## config.mk

```make
export PLATFORM = sky130hd
export DESIGN_NAME = platform_collapse_ctl_flat
export DESIGN_NICKNAME = d
export VERILOG_FILES = /design/src/rtl/platform_collapse_ctl_if.sv /design/src/rtl/platform_collapse_ctl.sv /design/src/flat_wrapper.sv
export SDC_FILE = /design/constraint.sdc
export NUM_CORES = 1
export LEC_CHECK = 0
export ABC_AREA = 1
export ABC_CLOCK_PERIOD_IN_PS = 1810
export CAP_MARGIN = 40
export CORE_MARGIN = 8
export CORE_UTILIZATION = 50
export CTS_CLUSTER_DIAMETER = 40
export DETAILED_ROUTE_END_ITERATION = 16
export PLACE_DENSITY = 0.71
export SKIP_CTS_REPAIR_TIMING = 1
export SLEW_MARGIN = 15
export SYNTH_ARGS = -nofsm -noshare
export SYNTH_HDL_FRONTEND = slang
export SYNTH_SLANG_ARGS = --single-unit
```

## constraint.sdc

```tcl
create_clock -name clk -period 1.81 [get_ports clk]
set_input_delay 0.4525 -clock clk [delete_from_list [all_inputs] [get_ports clk]]
set_output_delay 0.4525 -clock clk [all_outputs]
set_load 0.1 [all_outputs]
```

## src/rtl/platform_collapse_ctl_if.sv

```systemverilog
// Control bundle between the game logic and the platform collapse sequencer.
interface platform_collapse_ctl_if;
  logic       start_game;
  logic       vsync;
  logic       restore_all;
  logic [3:0] ctl;
  logic [1:0] step;
  logic       warn;
  logic       cycle_done;

  modport master (
    output start_game, vsync, restore_all,
    input  ctl, step, warn, cycle_done
  );

  modport slave (
    input  start_game, vsync, restore_all,
    output ctl, step, warn, cycle_done
  );
endinterface

```

## src/rtl/platform_collapse_ctl.sv

```systemverilog
// Frame-timed sequencer that hides platform segments 0..3 in turn (blinking first),
// holds them all hidden, then restores and repeats while the game runs.
module platform_collapse_ctl #(
  parameter int FRAMES_PER_STEP = 300,
  parameter int WARN_FRAMES     = 120,
  parameter int BLINK_FRAMES    = 15,
  parameter int HOLD_FRAMES     = 180
) (
  input  logic                    clk,
  input  logic                    rst,
  platform_collapse_ctl_if.slave  bus
);

  localparam int MAX_AB = (FRAMES_PER_STEP > WARN_FRAMES) ? FRAMES_PER_STEP : WARN_FRAMES;
  localparam int MAX_CD = (BLINK_FRAMES > HOLD_FRAMES) ? BLINK_FRAMES : HOLD_FRAMES;
  localparam int MAX_P  = (MAX_AB > MAX_CD) ? MAX_AB : MAX_CD;
  localparam int W      = $clog2(MAX_P) + 1;

  localparam logic [W-1:0] WAIT_LAST  = W'(FRAMES_PER_STEP - WARN_FRAMES - 1);
  localparam logic [W-1:0] WARN_LEN   = W'(WARN_FRAMES);
  localparam logic [W-1:0] BLINK_LEN  = W'(BLINK_FRAMES);
  localparam logic [W-1:0] HOLD_LEN   = W'(HOLD_FRAMES);
  localparam logic [W-1:0] ONE        = W'(1);

  typedef enum logic [1:0] {IDLE, WAIT, WARN, HOLD} state_t;

  state_t       state_reg, state_next;
  logic [3:0]   ctl_reg, ctl_next;
  logic [1:0]   step_reg, step_next;
  logic         warn_reg, warn_next;
  logic         done_reg, done_next;
  logic [W-1:0] frame_reg, frame_next;
  logic [W-1:0] blink_reg, blink_next;
  logic         vsync_q_reg;
  logic         tick;
  logic         complete;

  assign tick = bus.vsync & ~vsync_q_reg;

  always_ff @(posedge clk) begin
    if (rst) begin
      state_reg   <= IDLE;
      ctl_reg     <= '0;
      step_reg    <= '0;
      warn_reg    <= 1'b0;
      done_reg    <= 1'b0;
      frame_reg   <= '0;
      blink_reg   <= '0;
      vsync_q_reg <= 1'b0;
    end else begin
      state_reg   <= state_next;
      ctl_reg     <= ctl_next;
      step_reg    <= step_next;
      warn_reg    <= warn_next;
      done_reg    <= done_next;
      frame_reg   <= frame_next;
      blink_reg   <= blink_next;
      vsync_q_reg <= bus.vsync;
    end
  end

  always_comb begin
    state_next = state_reg;
    ctl_next   = ctl_reg;
    step_next  = step_reg;
    warn_next  = warn_reg;
    done_next  = 1'b0;
    frame_next = frame_reg;
    blink_next = blink_reg;
    complete   = 1'b0;

    if (!bus.start_game) begin
      state_next = IDLE;
      ctl_next   = '0;
      step_next  = '0;
      warn_next  = 1'b0;
      frame_next = '0;
      blink_next = '0;
    end else if (state_reg == IDLE) begin
      // Any tick coinciding with the start is dropped; counting begins in WAIT.
      state_next = WAIT;
      frame_next = '0;
    end else if (bus.restore_all) begin
      state_next = WAIT;
      ctl_next   = '0;
      step_next  = '0;
      warn_next  = 1'b0;
      frame_next = '0;
      blink_next = '0;
    end else if (tick) begin
      case (state_reg)
        WAIT: begin
          if (frame_reg == WAIT_LAST) begin
            if (WARN_FRAMES > 0) begin
              state_next          = WARN;
              ctl_next[step_reg]  = 1'b1;
              warn_next           = 1'b1;
              frame_next          = '0;
              blink_next          = '0;
            end else begin
              complete = 1'b1;
            end
          end else begin
            frame_next = frame_reg + ONE;
          end
        end
        WARN: begin
          // The final warning tick wins over a coincident blink toggle.
          if (frame_reg + ONE == WARN_LEN) begin
            complete = 1'b1;
          end else begin
            frame_next = frame_reg + ONE;
            if (blink_reg + ONE == BLINK_LEN) begin
              ctl_next[step_reg] = ~ctl_reg[step_reg];
              blink_next         = '0;
            end else begin
              blink_next = blink_reg + ONE;
            end
          end
        end
        HOLD: begin
          if (frame_reg + ONE == HOLD_LEN) begin
            state_next = WAIT;
            ctl_next   = '0;
            step_next  = '0;
            done_next  = 1'b1;
            frame_next = '0;
          end else begin
            frame_next = frame_reg + ONE;
          end
        end
        default: state_next = IDLE;
      endcase

      if (complete) begin
        ctl_next[step_reg] = 1'b1;
        warn_next          = 1'b0;
        frame_next         = '0;
        blink_next         = '0;
        if (step_reg == 2'd3) begin
          state_next = HOLD;
        end else begin
          step_next  = step_reg + 2'd1;
          state_next = WAIT;
        end
      end
    end
  end

  assign bus.ctl        = ctl_reg;
  assign bus.step       = step_reg;
  assign bus.warn       = warn_reg;
  assign bus.cycle_done = done_reg;

endmodule
```

## src/flat_wrapper.sv

```systemverilog
// flat-port wrapper written by rule: the top's interface ports become plain ports
module platform_collapse_ctl_flat 
#(
  parameter int FRAMES_PER_STEP = 300,
  parameter int WARN_FRAMES     = 120,
  parameter int BLINK_FRAMES    = 15,
  parameter int HOLD_FRAMES     = 180
)
  (clk, rst, bus_start_game, bus_vsync, bus_restore_all, bus_ctl, bus_step, bus_warn, bus_cycle_done);
  platform_collapse_ctl_if bus_i ();
  input  logic clk;
  input  logic rst;
  input wire logic [$bits(bus_i.start_game)-1:0] bus_start_game;
  input wire logic [$bits(bus_i.vsync)-1:0] bus_vsync;
  input wire logic [$bits(bus_i.restore_all)-1:0] bus_restore_all;
  output wire logic [$bits(bus_i.ctl)-1:0] bus_ctl;
  output wire logic [$bits(bus_i.step)-1:0] bus_step;
  output wire logic [$bits(bus_i.warn)-1:0] bus_warn;
  output wire logic [$bits(bus_i.cycle_done)-1:0] bus_cycle_done;
  assign bus_i.start_game = bus_start_game;
  assign bus_i.vsync = bus_vsync;
  assign bus_i.restore_all = bus_restore_all;
  assign bus_ctl = bus_i.ctl;
  assign bus_step = bus_i.step;
  assign bus_warn = bus_i.warn;
  assign bus_cycle_done = bus_i.cycle_done;
  platform_collapse_ctl #(.FRAMES_PER_STEP(FRAMES_PER_STEP), .WARN_FRAMES(WARN_FRAMES), .BLINK_FRAMES(BLINK_FRAMES), .HOLD_FRAMES(HOLD_FRAMES)) u_core (.clk(clk), .rst(rst), .bus(bus_i));
endmodule
```

## Word level (Yosys, flattened, before mapping)

Index checks and enable logic that the tools add are counted.
Widths: inputs -> output; s select.

- Add/subtract/negate cells: 3
- Magnitude comparators: 2
- Eq/ne operators: 17
- Multiplexer cells: 55
- Bitwise gates (word level): 9
- Reduce and logical (&&, ||, !) cells: 17

Operators with widths:

| kind | count |
|---|---|
| $mux 10 | 10 |
| $mux 4 | 11 |
| $pmux 10 s3 | 1 |
| $add 10x1->10 const B | 2 |
| $eq 10x8->1 const B | 2 |
| $mux 2 | 10 |
| $pmux 10 s2 | 1 |
| $mux 1 | 17 |
| $pmux 4 s3 | 1 |
| $reduce_and 4->1 | 3 |
| $eq 10x4->1 const B | 1 |
| $eq 10x7->1 const B | 1 |
| $ne 5x2->1 const B | 2 |
| $reduce_bool 3->1 | 3 |
| $ne 4x2->1 const B | 2 |
| $or 4x4->4 | 2 |
| $reduce_bool 4->1 | 2 |
| $eq 2x2->1 const B | 3 |
| $ne 3x1->1 const B | 2 |
| $not 1->1 | 6 |
| $pmux 2 s3 | 1 |
| $reduce_or 6->1 | 1 |
| $reduce_and 5->1 | 1 |
| $bwmux 4 | 1 |
| 17 further kinds | 17 |

- Bits in registers: 31
- Input port bits: 5
- Output and inout bits: 8
- Word-level logic and storage cells: 112

## Longest topological paths before layout

- Depth in word-level cells: 16
- Depth in mapped cells: 16
- Gate-level depth less buffers: 16

## Worst setup path before layout

No wires, ideal clock.

- Path kind: reg2reg
- Start point: reg u_core.step_reg[0] (netlist: u_core.bus.step[0])
- End point: reg u_core.ctl_reg[2] (netlist: u_core.bus.ctl[2])
- Library setup time: 116 ps
- Arrival time: 2131 ps
- Required time: 1694 ps
- Setup slack: -437 ps
- Stages on the path, launching flop included: 13
- Buffers on the path: 0
- Clock period less this slack: 2247 ps
- Cell sequence: dfxtp_1 > inv_1 > ha_1 > inv_1 > nand2_1 > o21ai_0 > nand4_1 > nand3_1 > nand2_1 > nand2_1 > nand2_1 > nand2_1 > nand2_1

- Longest elaborated chain between the ends: 16
- Elaborated cells between the ends (all ways): 22

RTL lines:

| item | RTL line | source |
|---|---|---|
| start, declared | platform_collapse_ctl.sv:29 | `logic [1:0] step_reg, step_next;` |
| start signal, assigned | platform_collapse_ctl.sv:53 | `step_reg <= step_next;` |
| $lt 2x3->1 (not written as such) / $ge 2x1->1 (equally long branches) | platform_collapse_ctl.sv:96, platform_collapse_ctl.sv:114, platform_collapse_ctl.sv:136 |  |
| $logic_and 1x1->1 (not written as such) | platform_collapse_ctl.sv:96, platform_collapse_ctl.sv:114, platform_collapse_ctl.sv:136 |  |
| $mux 1 (not written as such) | platform_collapse_ctl.sv:96, platform_collapse_ctl.sv:114, platform_collapse_ctl.sv:136 |  |
| $demux 1 s2 | - |  |
| $bwmux 4 | platform_collapse_ctl.sv:114 | `ctl_next[step_reg] = ~ctl_reg[step_reg];` |
| $mux 4 | platform_collapse_ctl.sv:113 | `if (blink_reg + ONE == BLINK_LEN) begin` |
| $mux 4 | platform_collapse_ctl.sv:109 | `if (frame_reg + ONE == WARN_LEN) begin` |
| $pmux 4 s3 | platform_collapse_ctl.sv:91 | `case (state_reg)` |
| $mux 4 | platform_collapse_ctl.sv:90 | `end else if (tick) begin` |
| $mux 4 | platform_collapse_ctl.sv:83 | `end else if (bus.restore_all) begin` |
| $mux 4 | platform_collapse_ctl.sv:79 | `end else if (state_reg == IDLE) begin` |
| $mux 4 | platform_collapse_ctl.sv:72 | `if (!bus.start_game) begin` |
| $or 4x4->4 (no source line) | - |  |
| $mux 4 (*) | platform_collapse_ctl.sv:135 | `if (complete) begin` |
| $mux 4 (*) | platform_collapse_ctl.sv:90 |  |
| $mux 4 (*) | platform_collapse_ctl.sv:83 |  |
| end signal, assigned | platform_collapse_ctl.sv:52 | `ctl_reg <= ctl_next;` |
| end, declared | platform_collapse_ctl.sv:28 | `logic [3:0] ctl_reg, ctl_next;` |

Mark *: on every way between the ends. The rest lies on a longest branch, timed or not. The select of a mux whose other input is x is not followed.
A chain may end at the register's enable or synchronous reset.

## Final worst setup path

- Start point: reg u_core.frame_reg[1]
- End point: reg u_core.blink_reg[2]

- Longest elaborated chain between the ends: 11
- Elaborated cells between the ends (all ways): 16

RTL lines:

| item | RTL line | source |
|---|---|---|
| start, declared | platform_collapse_ctl.sv:32 | `logic [W-1:0] frame_reg, frame_next;` |
| start signal, assigned | platform_collapse_ctl.sv:56 | `frame_reg <= frame_next;` |
| branches (longest 11 deep; another with $add 10x1->10) | - |  |
| end signal, assigned | platform_collapse_ctl.sv:57 | `blink_reg <= blink_next;` |
| end, declared | platform_collapse_ctl.sv:33 | `logic [W-1:0] blink_reg, blink_next;` |

Several ways; the timed one is not identified. The select of a mux whose other input is x is not followed.

==> metrics.txt <==
CP max FO=6; Setup WS post-layout=-0.04140 ns; Die Span X=~83 um; Psw=roughly 360 uW; final wirelength=approximately 6000 um; # IOs=13; Routability Congestion=0.8891; Reg clk slew, reported paths=~0.07 ns; largest net degree at the start of global routing=17; CP Capture Type=flip-flop; antenna-violating nets left=0; reg2reg start=u_core.frame_reg[1]$_SDFFE_PP0P_; Clock Skew=0.01564 ns; Reg power frac=0.490; Critical Path End=u_core.blink_reg[2]$_SDFFE_PP0P_; Post-Syn Area=0.002272 mm^2; clk buf depth=2; global route overflow=0; ANT cells=0; Int Power=around 1.1 mW; # DRC=0; worst reg2reg path depth=13; Final min period=roughly 1.9 ns; vias in the first global route=2270; htree depth=2; CTS tree=built; layout cells sized above 1=0.3075; R2R setup slack=-0.04 ns; unrepaired setup endpoints after global routing=true; DP Worst Slack=-0.2991 ns; 1st-iter DRT viols=between 100 and 150; Initial Util=0.5218; Least-Margin Pin Slew=0.3524 ns; WP buf/inv=2; crit path max-delay cell type=dfxtp_2; Synthesized Nets=between 300 and 400; CP startpoint=u_core.frame_reg[1]$_SDFFE_PP0P_; CP max stage delay=0.35 ns; first-pass GRT wire length=between 10000 and 15000 um; Top delay family on crit path=simple AND/OR/NAND/NOR gates; wire length per cell=approximately 12 um; WP data arrival=between 2 and 2.5 ns; Num CTS Buffers=5; commonest non-fill, non-tap cell in the layout=nand2_1; outcome=finished, violations left; antenna violations before repair=0; Yosys warning total=0; peak supply drop=0.0003699 V; core area=0.004354 mm^2; Combinational Power Share=0.109; DP Cell Count=around 470; die height=83.41 um; CP Launch Type=flip-flop; fmax=540.1 MHz; total power=about 1.4 mW; Yosys reg bits=31; Syn Inst Count=372; Site Rows=24; crit path cell chain=buf_4, nand2_1, nor2_4, nand4_1, nand2_2, nor2_4, nand2_4, nand2_1, nor2_2, nand2_2, inv_4, nand3_1, a21oi_2; total number of vias=roughly 2500; Slew Limit Headroom=0.7643; Power Density=462.6 mW/mm^2; Avg Inst Size Synth=approximately 6.1 um^2; final slew viol count=0; Final Util=0.7078; final hold slack=0.4787 ns; Clock Sink Count=31; placed wire-length estimate=4467 um; IO Port Bufs=12; failing checks=negative setup slack; Critical Path Stages=13; setup TNS=-0.1893 ns; maxcap violations=0; fin area=between 0.003 and 0.004 mm^2; Area after DPL=0.002785 mm^2; worst hold-check path type=reg -> reg; Distinct cells, synth=31; Final Cycle Share=1.023; DR pass1 iterations=4; Setup CP Type=reg -> reg; final setup fails=11; Fin. Hold Viols=0; sequential fraction of the synthesis area=0.2731; fin cells=478; die area=around 0.0070 mm^2; Clock power frac=0.400; Overall Global Routing Usage=0.1666; leakage=approximately 1.3 nW; commonest cells after routing, fill and taps aside=nand2_1 (113), inv_1 (44), buf_4 (38); root buf cell=clkbuf_8; Final nets=about 440; Req. time, crit path=between 2 and 2.5 ns; Worst-Skew Late Latency=roughly 0.29 ns; Syn-to-layout area delta=35.63%; r2r endpoint=u_core.blink_reg[2]$_SDFFE_PP0P_; Sw Ratio=0.2554; vias per inst=between 5 and 6
area by class of cell:
class / instances / area, um^2
Clock inverter: 1 / 5.005
Multi-Input combinational cell: 285 / 1578
Clock buffer: 7 / 86.33
Fill cell: 392 / 1272
Tap cell: 52 / 65.06
Timing Repair Buffer: 52 / 508.0
Sequential cell: 31 / 644.4
Inverter: 50 / 195.2
Yosys cell counts (all sizes together):
| cell type | number | area share |
|---|---|---|
| nand4 | 12 | 0.033 |
| a211oi | 2 | 0.0066 |
| nand3 | 29 | 0.073 |
| ha | 7 | 0.039 |
| nand3b | 1 | 0.0033 |
| xor2 | 1 | 0.0039 |
| o211ai | 2 | 0.0066 |
| nor3 | 8 | 0.025 |
| clkbuf | 2 | 0.0033 |
| buf | 4 | 0.011 |
| inv | 50 | 0.083 |
| o21bai | 1 | 0.0033 |
| a21oi | 19 | 0.044 |
| o21a | 1 | 0.0033 |
| nand2 | 128 | 0.22 |
| a31oi | 4 | 0.011 |
| nor2 | 46 | 0.10 |
| o21ai | 24 | 0.053 |
| dfxtp | 31 | 0.27 |
power by group through the flow:
stage / sequential, mW / clock, mW / combinational, mW
2_1_floorplan: 0.714 / 0 / 0.0818
3_3_place_gp: 0.713 / 0 / 0.143
3_5_place_dp: 0.713 / 0 / 0.144
4_1_cts: 0.698 / 0.581 / 0.145
5_1_grt: 0.700 / 0.614 / 0.175
6_report: 0.699 / 0.571 / 0.156
tightest hold or removal path, cell delays in order (launching register included):
cell	delay (ns)
dfxtp_1	0.32
nand2_1	0.06
a21oi_1	0.05
how the worst min path moves through the flow:
stage / startpoint / end / cells past startpoint
2_1_floorplan: u_core.blink_reg[8]$_SDFFE_PP0P_ / u_core.blink_reg[8]$_SDFFE_PP0P_ / 2
3_3_place_gp: u_core.blink_reg[8]$_SDFFE_PP0P_ / u_core.blink_reg[8]$_SDFFE_PP0P_ / 2
3_5_place_dp: u_core.blink_reg[8]$_SDFFE_PP0P_ / u_core.blink_reg[8]$_SDFFE_PP0P_ / 2
4_1_cts: u_core.blink_reg[8]$_SDFFE_PP0P_ / u_core.blink_reg[8]$_SDFFE_PP0P_ / 2
5_1_grt: u_core.bus.ctl[0]$_SDFFE_PP0P_ / u_core.bus.ctl[0]$_SDFFE_PP0P_ / 2
6_report: u_core.blink_reg[8]$_SDFFE_PP0P_ / u_core.blink_reg[8]$_SDFFE_PP0P_ / 2
per-layer routing:
| metal | vias to the layer above | GRT usage | routed length [um] |
|---|---|---|---|
| li1 | 1311 | - | - |
| met1 | 1143 | 0.2210 | 2811 |
| met2 | 48 | 0.2673 | 2813 |
| met3 | 7 | 0.03906 | 295 |
| met4 | 0 | 0.03297 | 52 |
| met5 | - | 0 | 0 |
logic make-up (layout without fill, tap and decap cells):
kind of cell	after synthesis	in the layout	share of synthesized area
and+or+nand+nor	224	224	0.4604
buffers and inverters	56	110	0.09692
AOI/OAI and AO/OA	53	53	0.1272
DFF	31	31	0.2731
adders and majority gates	7	7	0.03854
xor gates and xnor gates	1	1	0.003855
(Power assumes the default switching activity.)
==> variant, RTL diff (same settings) <==
Make the reset (`rst`) asynchronous in one clocked block.
--- a/src/rtl/platform_collapse_ctl.sv
+++ b/src/rtl/platform_collapse_ctl.sv
@@ -37,7 +37,7 @@
 
   assign tick = bus.vsync & ~vsync_q_reg;
 
-  always_ff @(posedge clk) begin
+  always_ff @(posedge clk or posedge rst) begin
     if (rst) begin
       state_reg   <= IDLE;
       ctl_reg     <= '0;
Behaviour: no difference found for any inputs over 10 cycles, from zero or initial values and one cycle with rst high; that may be too few to reach the edited logic, so the function may still have changed.
==> variant against the unedited design <==
- the flow still finishes with violations (negative setup slack)
- sequential cell count unchanged
- cell area rose by 20%
- synthesized area increased by 12%
- wire length up 28%
- setup slack lost 410 ps
- die area grew 9.3%
- largest cell class unchanged
Power is not compared: it rests on default switching activity, and its combinational part moved more than twofold at a synthesized area within 25%.
==> variant: results (changes against the unedited design) <==
- The first-pass GRT wire length came to 11400 µm (was 10000 µm).
- The net count of the mapped netlist came to 404 (was 384).
- The maximum number of pins on one net before global-route repair is 32 (was 17).
- The sequential share of the synthesized area is 30.6% (was 27.3%).
- The via count came to 2869 (was 2509).
- The count of mapped cells out of synthesis is 385 (was 372).
- The final worst-path setup slack is -450 ps (was -41.4 ps).
- The relative slew slack is 69.7% (was 76.4%).
- The total placed cells including tap cells is 522 (was 466).
- The number of setup violations in the final report is 30 (was 11).
- The number of violations reported at the end of detailed-routing iteration 0 is 185 (was 123).
- The detailed-placement wirelength estimate is 4910 µm (was 4470 µm).
- The data arrival time of the worst path is 2460 ps (was 2060 ps).
- The most used flip-flop cell after synthesis was sky130_fd_sc_hd__dfrtp_1 (was sky130_fd_sc_hd__dfxtp_1).
- The ratio of routed vias to standard cells is 5.34 (was 5.25).
- The worst clock skew is 10.6 ps (was 15.6 ps).
- The sum of negative setup slack is -8960 ps (was -189 ps).
- The total iterations of the first detailed-routing run is 6 (was 4).
- The global-route total usage across every layer is 18.4% (was 16.7%).
- Violations in the final reports: negative setup slack (unchanged).
- The routability congestion estimate was 0.910 (was 0.889).
- The count of nets after finishing is 485 (was 437).
- Status: finished, violations left (unchanged).
- Leading post-synthesis cells by instance count: sky130_fd_sc_hd__nand2_1, sky130_fd_sc_hd__inv_1, sky130_fd_sc_hd__nand3_1 (was sky130_fd_sc_hd__nand2_1, sky130_fd_sc_hd__inv_1, sky130_fd_sc_hd__nor2_1).
- The count of cell types in the netlist was 32 (was 31).
variant: worst paths after layout:
check | to | slack, ps | startpoint | depth (start not counted)
max | u_core.state_reg[1] | -450 | u_core.frame_reg[1] | 12
min | u_core.blink_reg[9] | 520 | u_core.blink_reg[9] | 2
max reg2reg | u_core.state_reg[1] | -450 | u_core.frame_reg[1] | 12
min reg2reg | u_core.blink_reg[9] | 520 | u_core.blink_reg[9] | 2
max in group asynchronous | u_core.bus.step[0] | 950 | rst | 3
min in group asynchronous | u_core.vsync_q_reg | 560 | rst | 3
variant: kinds of logic after synthesis:
kind of cell / Yosys count / synth area share, %
adder cells (fa/ha/maj): 14 / 6.91
AO/OA/AOI/OAI: 52 / 11.6
AND/OR/NAND/NOR: 221 / 39.2
buffers and inverters: 65 / 10.7
flip-flops: 31 / 30.6
XOR/XNOR: 2 / 0.987
variant: power by group:
| group | internal (mW) | switching [mW] | leakage (nW) |
|---|---|---|---|
| sequential | 0.725 | 0.0309 | 0.414 |
| clock | 0.347 | 0.259 | 0.0515 |
| combinational | 0.204 | 0.296 | 1.33 |
| total | 1.28 | 0.587 | 1.80 |
variant: critical path, cell delays in order, from the launching register on:
cell and delay [ps]:
sky130_fd_sc_hd__dfrtp_1 430, sky130_fd_sc_hd__ha_4 210, sky130_fd_sc_hd__nand3_4 90, sky130_fd_sc_hd__nor2_1 120
sky130_fd_sc_hd__nor2_1 70, sky130_fd_sc_hd__nor2_2 130, sky130_fd_sc_hd__nand2_2 100, sky130_fd_sc_hd__nor2_2 190
sky130_fd_sc_hd__nand3_4 170, sky130_fd_sc_hd__buf_4 190, sky130_fd_sc_hd__nor2_4 140, sky130_fd_sc_hd__o211ai_1 120
sky130_fd_sc_hd__o21ai_1 200
variant: cell type report:
| type | count | area [µm²] |
|---|---|---|
| well taps | 70 | 87.6 |
| flip-flops and latches | 31 | 782 |
| inverters | 59 | 226 |
| fillers | 380 | 1330 |
| multi-input cells | 289 | 1740 |
| repair buffers | 80 | 747 |
| clock buffers | 8 | 100 |
variant: through the flow:
step	hold slack, ps	cell area, µm²	setup WS [ps]	power [mW]
3_5_place_dp	505	3270	-334	1.21
5_1_grt	552	3680	-608	1.96
6_report	516	3680	-450	1.86
3_3_place_gp	502	3270	-262	1.19
2_1_floorplan	484	2560	-164	1.02
4_1_cts	521	3370	-344	1.81
variant: metal layers:
metal	wire, µm	part of all wire, %	track usage (%)
met3	530	6.9	3.11
met5	0	0	0
met2	3630	47	29.6
met4	260	3.4	5.16
met1	3230	42	24.5
